<file path="src/rtl/board_pkg.sv">
// Shared 2048 datapath definitions: move directions, tile width and helpers.
package board_pkg;

  localparam int TILE_W = 3;

  typedef enum logic [1:0] {
    DIR_LEFT  = 2'd0,
    DIR_RIGHT = 2'd1,
    DIR_UP    = 2'd2,
    DIR_DOWN  = 2'd3
  } dir_t;

  typedef enum logic {
    FILL  = 1'b0,
    DRAIN = 1'b1
  } orient_state_t;

  // Row counter width; a 1x1 board still needs a one-bit counter.
  function automatic int row_cnt_width(input int n);
    return (n > 1) ? $clog2(n) : 1;
  endfunction

endpackage

</file>
<file path="src/rtl/board_orient_map.sv">
// Combinational remap of one output row from a buffered N x N board so that
// the requested move becomes a canonical slide toward tile 0.
module board_orient_map
  import board_pkg::*;
#(
  parameter int N   = 3,
  parameter int W   = TILE_W,
  parameter int RCW = 2
) (
  input  logic [N*N*W-1:0] board,
  input  dir_t             dir,
  input  logic             undo,
  input  logic [RCW-1:0]   row,
  output logic [N*W-1:0]   row_out
);

  // Pick the source tile for every column of the requested output row.
  always_comb begin
    int r;
    int src;
    row_out = '0;
    r       = int'(row);
    src     = 0;
    for (int c = 0; c < N; c++) begin
      case (dir)
        DIR_LEFT:  src = r * N + c;
        DIR_RIGHT: src = r * N + (N - 1 - c);
        DIR_UP:    src = c * N + r;
        DIR_DOWN:  src = undo ? (c * N + (N - 1 - r)) : ((N - 1 - c) * N + r);
        default:   src = r * N + c;
      endcase
      row_out[c*W +: W] = board[src*W +: W];
    end
  end

endmodule

</file>
<file path="src/rtl/board_orient.sv">
// Row-serial board re-orienter: fills an N x N buffer one row per handshake,
// then drains it remapped for the latched direction and undo mode.
module board_orient
  import board_pkg::*;
#(
  parameter int N = 3,
  parameter int W = TILE_W
) (
  input  logic           clk,
  input  logic           rst,
  input  logic           in_valid,
  output logic           in_ready,
  input  logic [N*W-1:0] in_row,
  input  logic [1:0]     in_dir,
  input  logic           in_undo,
  output logic           out_valid,
  input  logic           out_ready,
  output logic [N*W-1:0] out_row,
  output logic           out_last
);

  localparam int             RCW      = row_cnt_width(N);
  localparam logic [RCW-1:0] LAST_ROW = RCW'(N - 1);

  orient_state_t    state;
  orient_state_t    next_state;
  logic [RCW-1:0]   rc;
  logic [N*N*W-1:0] buffer;
  dir_t             mode_dir;
  logic             mode_undo;
  logic             fill_hs;
  logic             drain_hs;

  // Handshakes qualified by state so fill and drain can never coincide.
  assign fill_hs  = (state == FILL)  && in_valid;
  assign drain_hs = (state == DRAIN) && out_ready;

  // State register.
  always_ff @(posedge clk or posedge rst) begin
    if (rst) state <= FILL;
    else     state <= next_state;
  end

  // Next-state and handshake outputs; outputs depend only on registered state.
  always_comb begin
    next_state = state;
    in_ready   = 1'b0;
    out_valid  = 1'b0;
    out_last   = 1'b0;
    case (state)
      FILL: begin
        in_ready = 1'b1;
        if (in_valid && rc == LAST_ROW) next_state = DRAIN;
      end
      DRAIN: begin
        out_valid = 1'b1;
        out_last  = (rc == LAST_ROW);
        if (out_ready && rc == LAST_ROW) next_state = FILL;
      end
      default: next_state = FILL;
    endcase
  end

  // Row counter shared by fill and drain; wraps to 0 after the last row.
  always_ff @(posedge clk or posedge rst) begin
    if (rst) begin
      rc <= '0;
    end else if (fill_hs || drain_hs) begin
      rc <= (rc == LAST_ROW) ? '0 : rc + RCW'(1);
    end
  end

  // Board buffer, written one row at a time during fill.
  always_ff @(posedge clk or posedge rst) begin
    if (rst) begin
      buffer <= '0;
    end else if (fill_hs) begin
      buffer[int'(rc)*N*W +: N*W] <= in_row;
    end
  end

  // Direction and undo are captured with row 0 and held for the whole board.
  always_ff @(posedge clk or posedge rst) begin
    if (rst) begin
      mode_dir  <= DIR_LEFT;
      mode_undo <= 1'b0;
    end else if (fill_hs && rc == '0) begin
      mode_dir  <= dir_t'(in_dir);
      mode_undo <= in_undo;
    end
  end

  board_orient_map #(
    .N  (N),
    .W  (W),
    .RCW(RCW)
  ) u_map (
    .board  (buffer),
    .dir    (mode_dir),
    .undo   (mode_undo),
    .row    (rc),
    .row_out(out_row)
  );

endmodule

</file>
<file path="config.mk">
export PLATFORM = sky130hd
export DESIGN_NAME = board_orient
export DESIGN_NICKNAME = d
export VERILOG_FILES = /design/src/rtl/board_pkg.sv /design/src/rtl/board_orient_map.sv /design/src/rtl/board_orient.sv
export SDC_FILE = /design/constraint.sdc
export NUM_CORES = 1
export LEC_CHECK = 0
export CAP_MARGIN = 30
export CORE_ASPECT_RATIO = 1.5
export CORE_MARGIN = 3
export CORE_UTILIZATION = 60
export DETAILED_ROUTE_END_ITERATION = 12
export HOLD_SLACK_MARGIN = 0.02
export PLACE_DENSITY = 0.8
export SLEW_MARGIN = 20
export SYNTH_ARGS = -nofsm -noshare
export SYNTH_HDL_FRONTEND = slang
export SYNTH_SLANG_ARGS = --single-unit
</file>
<file path="constraint.sdc">
create_clock -name clk -period 7.66 [get_ports clk]
set_input_delay 1.532 -clock clk [delete_from_list [all_inputs] [get_ports clk]]
set_output_delay 1.532 -clock clk [all_outputs]
set_load 0.01 [all_outputs]
</file>
# After elaboration in Yosys (flattened, before gate mapping)
# Cells that the tools add are included.
[word_totals] regBits=33 input_bits=16 output_inout_bits=12
[classes] addsub=9 n_mul=5 n_eq_ne=4 shifts=5 muxes=14 bitwise_logic=1 reduce_logical=9
[ops] operator="32-bit one-hot mux with 4 select lines" count=2
[ops] operator="32-bit by 3-bit multiplier with 32-bit output, second input constant" count=4
[ops] operator="32-bit two-way mux" count=3
[ops] operator="32-bit one-hot mux with 3 select lines" count=1
[ops] operator="27-bit by 32-bit variable part select with 3-bit output" count=3
[ops] operator="32-bit negator with 33-bit output" count=1
[ops] operator="9-bit by 33-bit variable shift with 27-bit output, first input constant" count=1
[ops] operator="9-bit by 33-bit variable part select with 27-bit output" count=1
[ops] operator="3-bit by 32-bit adder with 32-bit output, first input constant" count=1
[ops] operator="32-bit by 2-bit adder with 32-bit output, second input constant" count=1
[ops] operator="32-bit by 3-bit adder with 32-bit output, second input constant" count=1
[ops] operator="4-bit by 32-bit adder with 32-bit output, first input constant" count=1
[ops] operator="27-bit bitwise mux" count=1
[ops] operator="2-bit == test, second input constant" count=3
[ops] operator="1-bit logical AND" count=5
[ops] operator="1-bit two-way mux" count=5
[ops] operator="3-bit by 2-bit adder with 4-bit output, first input constant" count=1
[ops] operator="2-bit logical NOT" count=2
[ops] operator="2-bit by 2-bit multiplier with 4-bit output, second input constant" count=1
[ops] operator="2-bit by 2-bit adder with 3-bit output, first input constant" count=1
[ops] operator="2-bit by 2-bit subtractor with 3-bit output, first input constant" count=1
[ops] operator="2-bit by 1-bit adder with 2-bit output, second input constant" count=1
[ops] operator="2-bit by 1-bit == test with 1-bit output, second input constant" count=1
[ops] operator="2-bit two-way mux" count=1
[ops] operator="other kinds (4)" count=4

# Longest topological paths before layout
[logic_depth] word_depth=6 mapped_depth=23 ltp_nobuf=16

# By module
# Synthesis repeated with hierarchy kept, for this count alone.
[hier_totals] hier_cells=515 area_unflattened_um2=4784.6
[by_module_without_submodules] module="board_orient_map" n_inst=1 cells_per_inst=341 area_each_um2=3030.4 seq_area_each_um2=0.0
[by_module_without_submodules] module="board_orient" n_inst=1 cells_per_inst=174 area_each_um2=1754.2 seq_area_each_um2=825.8

# Least setup slack after synthesis
# No wires, ideal clock.
[synth_timing] kind="reg2out" start="register rc[0]" end="output port out_row[3]" arrival_ps=4461 required_time_ps=6128 path_slack_ps=1667 path_stages_with_launch=20 path_buffers=6 path_cell_list="dfrtp_1 buf_6 buf_12 inv_2 buf_2 buf_2 ha_1 clkbuf_1 nand2_1 nand3_1 o21ai_0 ha_1 ha_1 inv_1 fa_1 buf_6 mux4_1 mux4_2 nor4b_4 a41o_1"
[synth_between] elab_chain_cells=6 elab_cells_between_ends=9
[synth_lines] item="start, declared" line="board_orient.sv:27" rtl="logic [RCW-1:0] rc;"
[synth_lines] item="start signal, assigned" line="board_orient.sv:69" rtl="rc <= (rc == LAST_ROW) ? '0 : rc + RCW'(1);"
[synth_lines] item="parallel branches: the longest is 3 deep, another holds 32-bit by 2-bit adder with 32-bit output"
[synth_lines] item="32-bit one-hot mux with 3 select lines *" line="board_orient_map.sv:25" rtl="case (dir)"
[synth_lines] item="32-bit by 3-bit multiplier with 32-bit output *" line="board_orient_map.sv:32" rtl="row_out[c*W +: W] = board[src*W +: W];"
[synth_lines] item="27-bit by 32-bit variable part select with 3-bit output *" line="board_orient_map.sv:32"
[synth_lines] item="end, declared" line="board_orient.sv:18" rtl="output logic [N*W-1:0] out_row,"
# Mark *: on every way between the ends.

# Final worst setup path
# Ends and elaborated chain as after synthesis.

==> flow_summary.json <==
{
  "syn_avg_cell_area_um2": 9.33,
  "grt_overflow": 0,
  "rows": 39,
  "detail_route.first_pass.iterations": 5,
  "fin_tns_setup_ps": 0,
  "clock-sinks": 33,
  "die_w_um": 78.7,
  "holdBufCountCts": 0,
  "whs_path_depth": 2,
  "layout_common_cells": "54 x nand2_1, 40 x mux2i_1, 35 x mux4_2",
  "layout_commonest_cell": "nand2_1",
  "slew_headroom": 0.361,
  "clkTransAtPathRegs_ps": 50,
  "cp.required_ps": 6130,
  "start_util": 0.621,
  "hold_path_class": "reg -> reg",
  "first_iter_violations": 403,
  "via_per_inst": 7.00,
  "r2r-end": "buffer[25]",
  "pin_count": 28,
  "min_from": "state",
  "die_y_um": 115,
  "slew_violations": 0,
  "grt_pass1_vias": 4090,
  "synth_cell_types": 56,
  "finalCritPeriodShare": 0.907,
  "hpwl_um": 9560,
  "routedWlPerCell_um": 20.9,
  "wirelength_um": 12800,
  "setup_viol": 0,
  "r2r_start": "rc[0]",
  "yosys.area_share.adder": 0.102,
  "status": "completed",
  "endpoint_kind": "output pin",
  "vias": 4260,
  "drive_gt1_frac": 0.146,
  "synth_edf_count": 0,
  "worst_pin_slew_ps": 958,
  "core_area_mm2": 0.00766,
  "hold-path-endpoint": "state",
  "reg2reg_depth": 5,
  "cts_tree": "built",
  "postRouteAntennaNets": 0,
  "cts_setup_buffers": 0,
  "fmax_mhz": 144,
  "final.min_clock_period_ps": 6950,
  "gp_congestion": 0.961,
  "drc_errors": 0,
  "numPortBuffers": 27,
  "crit_path_start_kind": "flop",
  "synth_xor_area_frac": 0.0347,
  "worst_clock_skew_ps": 2.76,
  "cts-root-buf": "clkbuf_16",
  "synth-main-ff-cell": "dfrtp_1",
  "htreeDepth": 2,
  "path_class": "reg -> out",
  "rsz0062_at_grt": "no",
  "rrSetupSlack_ps": 4610,
  "max_cap_violations": 0,
  "synth.net_count": 563,
  "netlist_area_mm2": 0.00476,
  "synth-simple-area-share": 0.145,
  "synth-compound-area-share": 0.159,
  "area.growth.synth_to_final_pct": 7.65,
  "clk_path_buf_depth": 2,
  "synthArstFlopShare": 1.00,
  "synth_cells": 510,
  "insertion_delay_ps": 280,
  "cts_resized": 0,
  "synth_top_family_by_area": "multiplexers",
  "grt_usage": 0.289,
  "muxShareOfSynthArea": 0.322,
  "grt_pass1_wl_um": 20500,
  "yosysWarnings": 0,
  "hold_viol": 0,
  "nets": 559,
  "die_area_mm2": 0.00906,
  "synth-seq-cells": 33,
  "cts_buffers": 5,
  "arrival_ps": 5420,
  "antenna_found_initial": 0,
  "diodes": 0,
  "seq_area_frac_synth": 0.174,
  "grt_start_max_net_pins": 75,
  "cp_max_fo": 26
}
==> metrics by stage <==
stage / setup WS, ps / instances / hold slack, ps / area (um^2) / utilization
after floorplan: 1670 / 510 / 521 / 4760 / -
after global placement: 1260 / 600 / 543 / 4950 / 0.646
after detailed placement: 1090 / 601 / 565 / 4980 / 0.650
after CTS: 792 / 609 / 578 / 5120 / 0.669
after global routing: 388 / 609 / 620 / 5120 / 0.669
final: 709 / 609 / 568 / 5120 / 0.669
==> cells by family (layout without fill, tap and decap cells) <==
kind of cell / count (synthesis) / after routing
AOI/OAI and AO/OA: 116 / 116
xor gates and xnor gates: 18 / 18
adders and majority gates: 37 / 37
buffers and inverters: 64 / 61
DFF: 33 / 33
muxes: 100 / 100
and+or+nand+nor: 142 / 142
==> critical path: stages, from the launching register on <==
cell and delay (ps):
dfrtp_2 420, inv_2 420, ha_1 640, inv_1 220
o21ai_0 300, ha_1 200, ha_1 170, inv_1 60
fa_1 740, mux4_1 600, mux4_2 490, nor4b_4 140
a41o_1 250, clkdlybuf4s50_1 480
==> worst max-delay path by stage <==
| stage | from | end | slack, ps | cells after the start |
|---|---|---|---|---|
| finish | rc[0] | out_row[3] | 710 | 13 |
| CTS | rc[0] | out_row[3] | 790 | 13 |
| global placement | rc[0] | out_row[3] | 1260 | 13 |
| floorplan | rc[0] | out_row[3] | 1670 | 19 |
| detailed placement | rc[0] | out_row[8] | 1090 | 17 |
| global route | rc[0] | out_row[8] | 390 | 17 |
==> per-layer routing <==
layer  up-vias  share of wire  global-route usage
li1       1932              -                   -
met1      2037           0.38               0.346
met2       241           0.51               0.504
met3        50          0.061              0.0259
met4         0          0.055               0.169
met5         -              0                   0
==> Yosys cell counts, types with 6 or more instances <==
cell type	instances	area share
inv_1	22	0.017
buf_2	16	0.017
nor2b_1	9	0.012
o21ai_0	27	0.028
mux4_2	35	0.17
clkbuf_1	18	0.014
nor2_1	23	0.018
a22oi_1	6	0.0095
nand2_1	54	0.043
mux2i_1	40	0.084
nor3_1	16	0.017
a211oi_1	7	0.011
xnor2_1	10	0.018
a31oi_1	8	0.011
mux2_2	21	0.050
dfrtp_1	33	0.17
nand2b_1	7	0.0092
a22o_1	13	0.024
a21oi_1	23	0.024
ha_1	34	0.089
nand3_1	10	0.011
nand4_1	6	0.0079
xor2_1	7	0.013
==> area by class of cell <==
type / instances / area, um^2
multi-input combinational: 413 / 3630
inverter: 23 / 86.3
tap: 102 / 128
clock inverter: 3 / 17.5
clock buffer: 5 / 125
fill: 626 / 2540
sequential: 33 / 827
timing repair buffer: 30 / 313
==> flip-flops by register name, indices dropped and copies added, names as in the netlist <==
register	count
buffer	27
rc	2
mode_undo	1
state	1
mode_dir	2
Power is left out: the tool's default activity adds up to more than one toggle a clock period on the data nets, which glitch-free logic cannot reach.
==> variant (same flow settings) <==
Set the package constant `TILE_W` to 6 (it was 3).
--- a/src/rtl/board_pkg.sv
+++ b/src/rtl/board_pkg.sv
@@ -1,7 +1,7 @@
 // Shared 2048 datapath definitions: move directions, tile width and helpers.
 package board_pkg;
 
-  localparam int TILE_W = 3;
+  localparam int TILE_W = 6;
 
   typedef enum logic [1:0] {
     DIR_LEFT  = 2'd0,
Ports: changed (resized in_row and out_row); port bits go from 28 to 46. No check against the original RTL was run, so the function may have changed too.
==> variant against the original RTL <==
Critical path depth rose by 4. Synthesized area rose by 67%. Non-clock buffer count rose by 39. Critical endpoint is now out_row[4]. Final area rose by 70%. Sequential cell count rose by 27. Worst setup slack gained 0.016 ns. Sequential share of layout area is 1.2 points higher. First-iteration DRC count rose by 130%. Largest cell class unchanged. Routed wire length grew 95%.
Power is left out: the tool's default activity adds up to more than one toggle a clock period on the data nets, which glitch-free logic cannot reach.
==> variant: results <==
# TYPE chip_impl_metric gauge
chip_impl_info{name="postSynth.topFlopCell",value="sky130_fd_sc_hd__dfrtp_1"} 1
chip_impl_info{name="post_synth_main_area_contributors",value="sky130_fd_sc_hd__mux4_2 (26%), sky130_fd_sc_hd__dfrtp_1 (19%), sky130_fd_sc_hd__ha_1 (5.3%), sky130_fd_sc_hd__mux2_2 (4.7%), sky130_fd_sc_hd__mux2i_1 (4.2%)"} 1
chip_impl_info{name="netlist_top_cells_count",value="sky130_fd_sc_hd__mux4_2 (92), sky130_fd_sc_hd__nand2_1 (88), sky130_fd_sc_hd__dfrtp_1 (60)"} 1
chip_impl_metric{name="grt_pass1_wl",unit="microns"} 40100
chip_impl_metric{name="netlist-cell-type-count",unit=""} 57
chip_impl_metric{name="synth_seq_area_share",unit="%"} 18.88
chip_impl_metric{name="post_synth_xor_area_fraction",unit="%"} 1.652
chip_impl_info{name="crit_slowest_cell",value="sky130_fd_sc_hd__dfrtp_4"} 1
chip_impl_metric{name="cts-htree-levels",unit=""} 3
chip_impl_metric{name="detailed_place_hpwl",unit="microns"} 18780
chip_impl_metric{name="final.fill_count",unit=""} 970
chip_impl_metric{name="clock_insertion_delay_worst_skew",unit="ns"} 0.33
chip_impl_metric{name="synthAdderAreaFrac",unit="%"} 6.104
chip_impl_metric{name="max_stage_delay",unit="ns"} 0.72
chip_impl_metric{name="dp_worst_setup_slack",unit="ns"} 1.066
chip_impl_metric{name="layout-drive-gt1-share",unit="%"} 20.90
chip_impl_metric{name="cp_data_arrival_time",unit="ns"} 5.40
chip_impl_metric{name="numPortBuffers",unit=""} 45
chip_impl_info{name="top_regs",value="buffer x54, mode_dir x2, rc x2"} 1
chip_impl_metric{name="grt_use_total",unit="%"} 34.86
chip_impl_metric{name="finClkSkew",unit="ns"} 0.005565
chip_impl_info{name="run_status",value="finished clean"} 1
chip_impl_metric{name="firstDrtPassIters",unit=""} 8
chip_impl_metric{name="tightestPinTransition",unit="ns"} 0.9423
chip_impl_metric{name="nets",unit=""} 880
chip_impl_metric{name="gp_congestion",unit=""} 1.030
chip_impl_metric{name="detailroute.via_count",unit=""} 7340
variant: layout make-up:
type / count / share of cell area [%]
multi-input combinational: 653 / 68.46
sequential: 60 / 17.31
timing repair buffer: 69 / 7.423
clock buffer: 10 / 2.748
tap: 156 / 2.244
inverter: 25 / 1.079
clock inverter: 6 / 0.7337
variant: cell families after synthesis:
| kind of cell | after synthesis |
|---|---|
| AO/OA/AOI/OAI | 204 |
| XOR/XNOR | 15 |
| adder cells (fa/ha/maj) | 37 |
| buffers and inverters | 97 |
| flip-flops | 60 |
| multiplexers | 164 |
| AND/OR/NAND/NOR | 233 |
variant: final timing paths:
| kind | end | slack [ns] | cells past startpoint |
|---|---|---|---|
| max | out_row[4] | 0.73 | 17 |
| min | state | 0.58 | 2 |
| max reg2reg | buffer[40] | 4.31 | 7 |
| min reg2reg | state | 0.58 | 2 |
| max in group asynchronous | rc[0] | 5.36 | 3 |
| min in group asynchronous | buffer[16] | 1.72 | 3 |
variant: through the flow:
stage          cell area [sq um]  utilization, %  instances  hold WS (ns)
2_1_floorplan               7953               -        810        0.5195
3_3_place_gp                8357           65.80        960        0.5408
3_5_place_dp                8372           65.92        961        0.5707
4_1_cts                     8675           68.31        977        0.5838
5_1_grt                     8697           68.48        979        0.6134
6_report                    8697           68.48        979        0.5813
variant: metal layers:
| metal | global-route usage (%) | routed length (microns) | vias to the layer above |
|---|---|---|---|
| met5 | 0 | 0 | - |
| met4 | 19.49 | 1548 | 0 |
| met3 | 4.513 | 2050 | 114 |
| met2 | 57.02 | 12420 | 507 |
| met1 | 44.49 | 8869 | 3548 |
| li1 | - | - | 3171 |
